**config.mk**
```make
export PLATFORM = sky130hd
export DESIGN_NAME = spi_word_receiver
export DESIGN_NICKNAME = d
export VERILOG_FILES = /design/src/rtl/spi_word_receiver.sv
export SDC_FILE = /design/constraint.sdc
export NUM_CORES = 1
export LEC_CHECK = 0
export ABC_AREA = 1
export BUFFER_PORTS_ARGS = -buffer_cell sky130_fd_sc_hd__buf_4
export CAP_MARGIN = 20
export CORE_AREA = 5 5 167 201
export CTS_BUF_LIST = sky130_fd_sc_hd__clkbuf_8
export DETAILED_ROUTE_END_ITERATION = 7
export DIE_AREA = 0 0 172 206
export GPL_TIMING_DRIVEN = 0
export PLACE_DENSITY = 0.58
export SLEW_MARGIN = 20
export SYNTH_ARGS = -nofsm -noshare
export SYNTH_HDL_FRONTEND = slang
export SYNTH_SLANG_ARGS = --single-unit
```
**constraint.sdc**
```tcl
create_clock -name clk -period 5.6 [get_ports clk]
set_input_delay 0.56 -clock clk [delete_from_list [all_inputs] [get_ports clk]]
set_output_delay 0.56 -clock clk [all_outputs]
set_load 0.01 [all_outputs]
```
**src/rtl/spi_word_receiver.sv**
```systemverilog
// spi_word_receiver: recovers addressed 16-bit words from a serial stream and queues them in a FIFO.
//
// Ports:
//   clk           sole clock; serial inputs are synchronous to it
//   rst_n         asynchronous active-low reset
//   clr           synchronous flush of FIFO, shift register and pending write; counters kept
//   rx_data       serial data, MSB first (3 address bits then 16 data bits)
//   rx_load       high during the last (19th) bit of a frame
//   data          word at the FIFO head (don't-care while valid is low)
//   valid         data holds a word
//   ready         downstream accepts data this cycle
//   stop          backpressure to the transmitter, with hysteresis on fill level
//   ovf           sticky: an accepted word was lost to a full FIFO
//   addr_err_cnt  frames dropped for address mismatch, saturating at 255
//   state_mon     {stop, valid}
module spi_word_receiver #(
  parameter logic [2:0] MY_ADDR = 3'h1,
  parameter int DEPTH = 16,
  parameter int STOP_HI = 12,
  parameter int STOP_LO = 8
) (
  input  logic        clk,
  input  logic        rst_n,
  input  logic        clr,
  input  logic        rx_data,
  input  logic        rx_load,
  output logic [15:0] data,
  output logic        valid,
  input  logic        ready,
  output logic        stop,
  output logic        ovf,
  output logic [7:0]  addr_err_cnt,
  output logic [1:0]  state_mon
);
  localparam int AW = $clog2(DEPTH);
  localparam logic [AW:0] FULL = (AW + 1)'(DEPTH);
  localparam logic [AW:0] HI = (AW + 1)'(STOP_HI);
  localparam logic [AW:0] LO = (AW + 1)'(STOP_LO);
  typedef enum logic {RUN, HOLD} state_t;
  // Only the 18 most recent bits are kept; the 19th comes straight from rx_data on the load cycle.
  logic [17:0] sr;
  logic [18:0] frame;
  logic        hit;
  logic        wr_pend;
  logic        bad_pend;
  logic [15:0] wr_word;
  logic [15:0] mem [DEPTH];
  logic [AW-1:0] wptr;
  logic [AW-1:0] rptr;
  logic [AW:0] fill;
  logic        rd;
  logic        wr;
  state_t      state;
  state_t      nxt;
  always_comb begin
    frame = {sr, rx_data};
    hit = frame[18:16] == MY_ADDR;
    valid = fill != '0;
    data = mem[rptr];
    rd = valid & ready;
    // A full FIFO still takes a write when a read frees the head slot on the same edge.
    wr = wr_pend & ((fill != FULL) | rd);
    nxt = (state == RUN) ? ((fill >= HI) ? HOLD : RUN) : ((fill <= LO) ? RUN : HOLD);
    stop = state == HOLD;
    state_mon = {stop, valid};
  end
  // Capture stage: decisions made on the load edge take effect one edge later.
  always_ff @(posedge clk or negedge rst_n) begin
    if (!rst_n) begin
      sr <= '0;
      wr_pend <= 1'b0;
      bad_pend <= 1'b0;
      wr_word <= '0;
      addr_err_cnt <= '0;
      ovf <= 1'b0;
    end else begin
      sr <= clr ? '0 : frame[17:0];
      wr_pend <= rx_load & hit & ~clr;
      bad_pend <= rx_load & ~hit;
      wr_word <= frame[15:0];
      if (bad_pend && addr_err_cnt != 8'hFF)
        addr_err_cnt <= addr_err_cnt + 8'd1;
      if (wr_pend && !clr && !wr)
        ovf <= 1'b1;
    end
  end
  always_ff @(posedge clk or negedge rst_n) begin
    if (!rst_n) begin
      wptr <= '0;
      rptr <= '0;
      fill <= '0;
      for (int i = 0; i < DEPTH; i++)
        mem[i] <= '0;
    end else if (clr) begin
      wptr <= '0;
      rptr <= '0;
      fill <= '0;
    end else begin
      if (wr) begin
        mem[wptr] <= wr_word;
        wptr <= wptr + 1'b1;
      end
      if (rd)
        rptr <= rptr + 1'b1;
      if (wr && !rd)
        fill <= fill + 1'b1;
      else if (rd && !wr)
        fill <= fill - 1'b1;
    end
  end
  always_ff @(posedge clk or negedge rst_n) begin
    if (!rst_n)
      state <= HOLD;
    else
      state <= nxt;
  end
endmodule

```
# Word-level counts from Yosys, hierarchy flattened
# Index checks and enable logic that the tools add are counted.
# totals
register_bits	315
n_memories	0
latch_bits	0
out_inout_bits	29
rom_bits	0
mem_bits_rw	0
# op_classes
n_reduce_logical	14
mul	0
n_mux	17
n_shift	0
add_sub_neg	5
div_mod_pow	0
n_lt_le_gt_ge	5
n_eq_ne	3
bitwise_logic	10
# ops
operator	count
$bwmux 256	1
$bmux 16 s4	1
$demux 16 s4	1
$mux 16	3
$mux 18	1
$mux 4	4
$mux 5	3
$ge 5x5->1 const B	2
$not 4->5	2
$add 4x1->4 const B	2
$add 8x1->8 const B	1
$ne 8x8->1 const B	1
$logic_and 1x1->1	6
$add 5x1->5 const B	1
$and 1x1->1	5
$ge 5x4->1 const B	1
$le 5x4->1 const B	1
$lt 5x1->1 const B	1
$ne 5x5->1 const B	1
$reduce_bool 5->1	1
$sub 5x1->5 const B	1
$reduce_bool 2->1	2
$eq 3x1->1 const B	1
$logic_not 1->1	3
other kinds (5)	8

# Longest topological paths before layout
# logic_depth
word_depth	9
mapped_depth	12
depth_no_buf	12

# Worst setup path after synthesis
# Ideal clock, no wire load.
# synth_timing
path_kind	register to register
start	register fill[1]
end	register fill[4]
setup_ns	0.118
n_path_buf	0
arrival_ns	1.986
path_stages_with_launch	12
setup_slack_ns	3.497
cell_sequence	dfrtp_1 -> nor2_1 -> nand3_1 -> nand2_1 -> nand3_1 -> ha_1 -> inv_1 -> o21bai_1 -> a31oi_1 -> nand3_1 -> nand3_1 -> nand2_1
# synth_between
elab_chain_len	7
word_cells_on_any_way	15
cone_classes	add/sub (2); eq/ne (1); mux (3); bitwise (3); reduce/logical (6)
# synth_rtl
item	line_no	text
from (decl)	50	logic [AW:0] fill;
from (signal assigned)	106	fill <= fill + 1'b1;
from (signal assigned)	108	fill <= fill - 1'b1;
$reduce_bool 5->1 (*)	58	valid = fill != '0;
named net valid	28	output logic valid,
$and 1x1->1 (*)	60	rd = valid & ready;
$or 1x1->1	62	wr = wr_pend & ((fill != FULL) | rd);
$and 1x1->1	62	
$logic_and 1x1->1 / $logic_not 1->1 (equally long branches)	105, 107	
$mux 5 / $logic_and 1x1->1 (equally long branches)	105, 107	
$mux 5 / $reduce_bool 3->1 (equally long branches)	-	
# The timed path passes the listed nets; every way through them passes the cells marked *. The select of a mux whose other input is x is not followed.
# A chain may end at the register's enable or synchronous reset.

# Worst setup path after layout
# layout_timing
start	register rptr[0]
end	output port data[14]
# layout_between
elab_chain_len	4
# layout_rtl
item	line_no	text
from (decl)	49	logic [AW-1:0] rptr;
from (signal assigned)	104	rptr <= rptr + 1'b1;
$not 4->5 (implied by the code)	59	data = mem[rptr];
$bmux 16 s4	59	
$mux 16 (implied by the code) (2 in a row)	59	
to (decl)	27	output logic [15:0] data,
# Every way passes these cells. The select of a mux whose other input is x is not followed.

==> run summary <==
Status - finished, final reports clean
Hold slack - 0.0979 ns
Final Instance Area - 0.0160 mm^2
Nets - 1699
Post-Synthesis Cell Area - 0.0142 mm^2
Total GRT Usage - 26.7%
Tmin final - 3.68 ns
Synth Instances - 1587
I/O Buffers - 34
Largest net degree at the start of global routing - 94
Slowest cell on crit path - clkbuf_1
Crit path max fanout - 10
Placer Congestion - 0.947
Diode count - 0
Post-synth ARST share - 100%
Critical path arrival - 3.12 ns
Antenna violations before repair - 0
Die area - 0.0354 mm^2
Flop-to-flop setup slack - 3.21 ns
Setup_tns - 0 ns
RR Endpoint - fill[4]
Placed Area - 0.0150 mm^2
Max-cap violations - 0
VDD IR-drop max - 0.221 mV
Worst path bufs/invs - 4
CP max stage delay - 0.52 ns
Drt pass-1 iters - 6
EDFF count, synth - 0
Drt wl/cell - 22.0 um
Final period util - 65.7%
Power Density - 376 mW/mm^2
Cell Rows - 71
CTS sink count - 315
Crit path kind - reg -> out
Final Max Slew Viols - 0
Yosys warns - 0
CTS tree - yes
Setup violators final - 0
Remaining antenna violation count - 0
Worst-path cell chain - buf_4 > clkbuf_1 > buf_2 > o21ai_0 > o211ai_1 > nand3_1 > nand2_1 > buf_4
Leak Pwr - 0.00727 uW
Unrepaired setup endpoints after global routing - no
Worst path depth - 8
Die height - 206 um
Largest cells by area after synthesis - dfrtp_1, o21ai_0, nand2_1
Clock latency on the worst-skew pair - 0.60 ns
Area share of the largest cell type after synthesis - 55.5%
Crit path from - rptr[0]
Wirelength, routed - 46.5 mm
Post-synthesis register bit count - 315
First-pass GRT wire length - 71.3 mm
Worst Setup EP - data[14]
HP Class - in -> reg
Worst-path clk slew - 0.05 ns
Delay-heaviest family, CP - buffers and inverters
Initial DRC count - 1318
Top cells by count, synth - nand2_1, dfrtp_1, o21ai_0
R2R depth - 11
Area growth from synthesis to layout - 13.1%
Vias per cell - 5.57
Worst Min Path Start - rx_data
CP Launch Type - flop
Via count - 11800
Syn avg cell area - 8.92 um^2
Root Driver - clkbuf_8
# DRC - 0
Biggest area consumer among synthesized cells - dfrtp_1
Slew margin rel. - 35.1%
Post-synth cell types - 33
Total grt overflow - 0
Vias in the first global route - 11400
# IOs - 35
Fin. Hold Viols - 0
Main synth FF type - dfrtp_1
Layout cell share with drive strength beyond 1 - 12.5%
Critical path capture point type - output port
Worst Skew - 0.0248 ns
CTS Buffer Depth - 3
Detailed Place HPWL - 33.2 mm
Crit path top cell by count - buf_4
Reg-to-reg startpoint - fill[0]
H-tree depth - 2
Worst-Margin Slew - 0.973 ns
Fmax - 0.272 GHz
Syn_nets - 1604
Initial Util - 45.3%
CP required - 5.04 ns
Count leader, synth - nand2_1
Placeable Area - 0.0313 mm^2
Postcts setup bufs - 0
Seq/Total Area, Yosys - 55.7%
Die width - 172 um
CTS Buf Count - 55
final cells by class:
type	instances	area (um^2)
Buffer	123	716
Clock buffer	66	908
Clock inverter	24	93.8
Fill cell	3015	15200
Inverter	56	213
Multi-Input combinational cell	1093	5350
Sequential cell	315	7880
Tap cell	401	502
Timing Repair Buffer	38	355
flip-flops by register name, summed over array words and instances (netlist names):
signal,count
mem,256
sr,18
wr_word,16
addr_err_cnt,8
fill,5
rptr,4
wptr,4
bad_pend,1
ovf,1
stop,1
wr_pend,1
layer usage:
metal	wire length (um)	GRT usage, %
met1	19300	35.8
met2	22100	43.0
met3	3020	4.88
met4	2040	10.9
met5	0	0
cells by family (layout without fill, tap and decap cells):
logic type      count (synthesis)  after routing  share of synthesized area [%]
simple gates                  597            597                           17.4
flops                         315            315                           55.7
xor+xnor                        9              9                          0.557
compound gates                476            476                           18.8
fa+ha+maj                      11             11                           1.02
buf+inv                       179            307                           6.55
layout by cell type (no fill, tap or decap), drive strengths merged, types with 3 or more instances in the layout:
| master | Yosys | routed |
|---|---|---|
| nand3 | 40 | 40 |
| xor2 | 6 | 6 |
| ha | 10 | 10 |
| clkbuf | 55 | 121 |
| clkinv | 3 | 6 |
| buf | 68 | 105 |
| a21oi | 3 | 3 |
| dfrtp | 314 | 314 |
| nor2 | 222 | 222 |
| nand4 | 17 | 17 |
| inv | 53 | 74 |
| o21ai | 405 | 405 |
| xnor2 | 3 | 3 |
| nor3 | 3 | 3 |
| nand2 | 315 | 315 |
| o211ai | 64 | 64 |
where the power goes:
group	leakage [uW]	switching, uW	internal [uW]	total, uW
combinational	0.00229	1180	498	1680
clock	0.000598	916	1050	1960
sequential	0.00437	58.8	2330	2390
how the worst min path moves through the flow:
stage | to | slack [ns] | cells past startpoint
floorplan | addr_err_cnt[0] | 0.26 | 0
global placement | wr_word[14] | 0.36 | 0
detailed placement | wr_word[2] | 0.36 | 0
CTS | wr_word[0] | 0.06 | 1
global route | wr_word[0] | 0.07 | 1
finish | wr_word[0] | 0.1 | 1
per-stage QoR:
stage	utilization, %	power, uW	worst slack [ns]	std cells
after floorplan	-	3290	3.50	1587
after global placement	47.7	4040	0.988	2022
after detailed placement	48.0	4060	2.61	2025
after CTS	51.2	6030	1.97	2116
after global routing	51.2	6310	1.86	2116
final	51.2	6030	1.92	2116
timing repair:
action,CTS,global route
resized for setup,0,0
hold buffers,1,0
endpoints found under the hold margin,44,0
No activity file was read; power rests on OpenSTA's default activity.
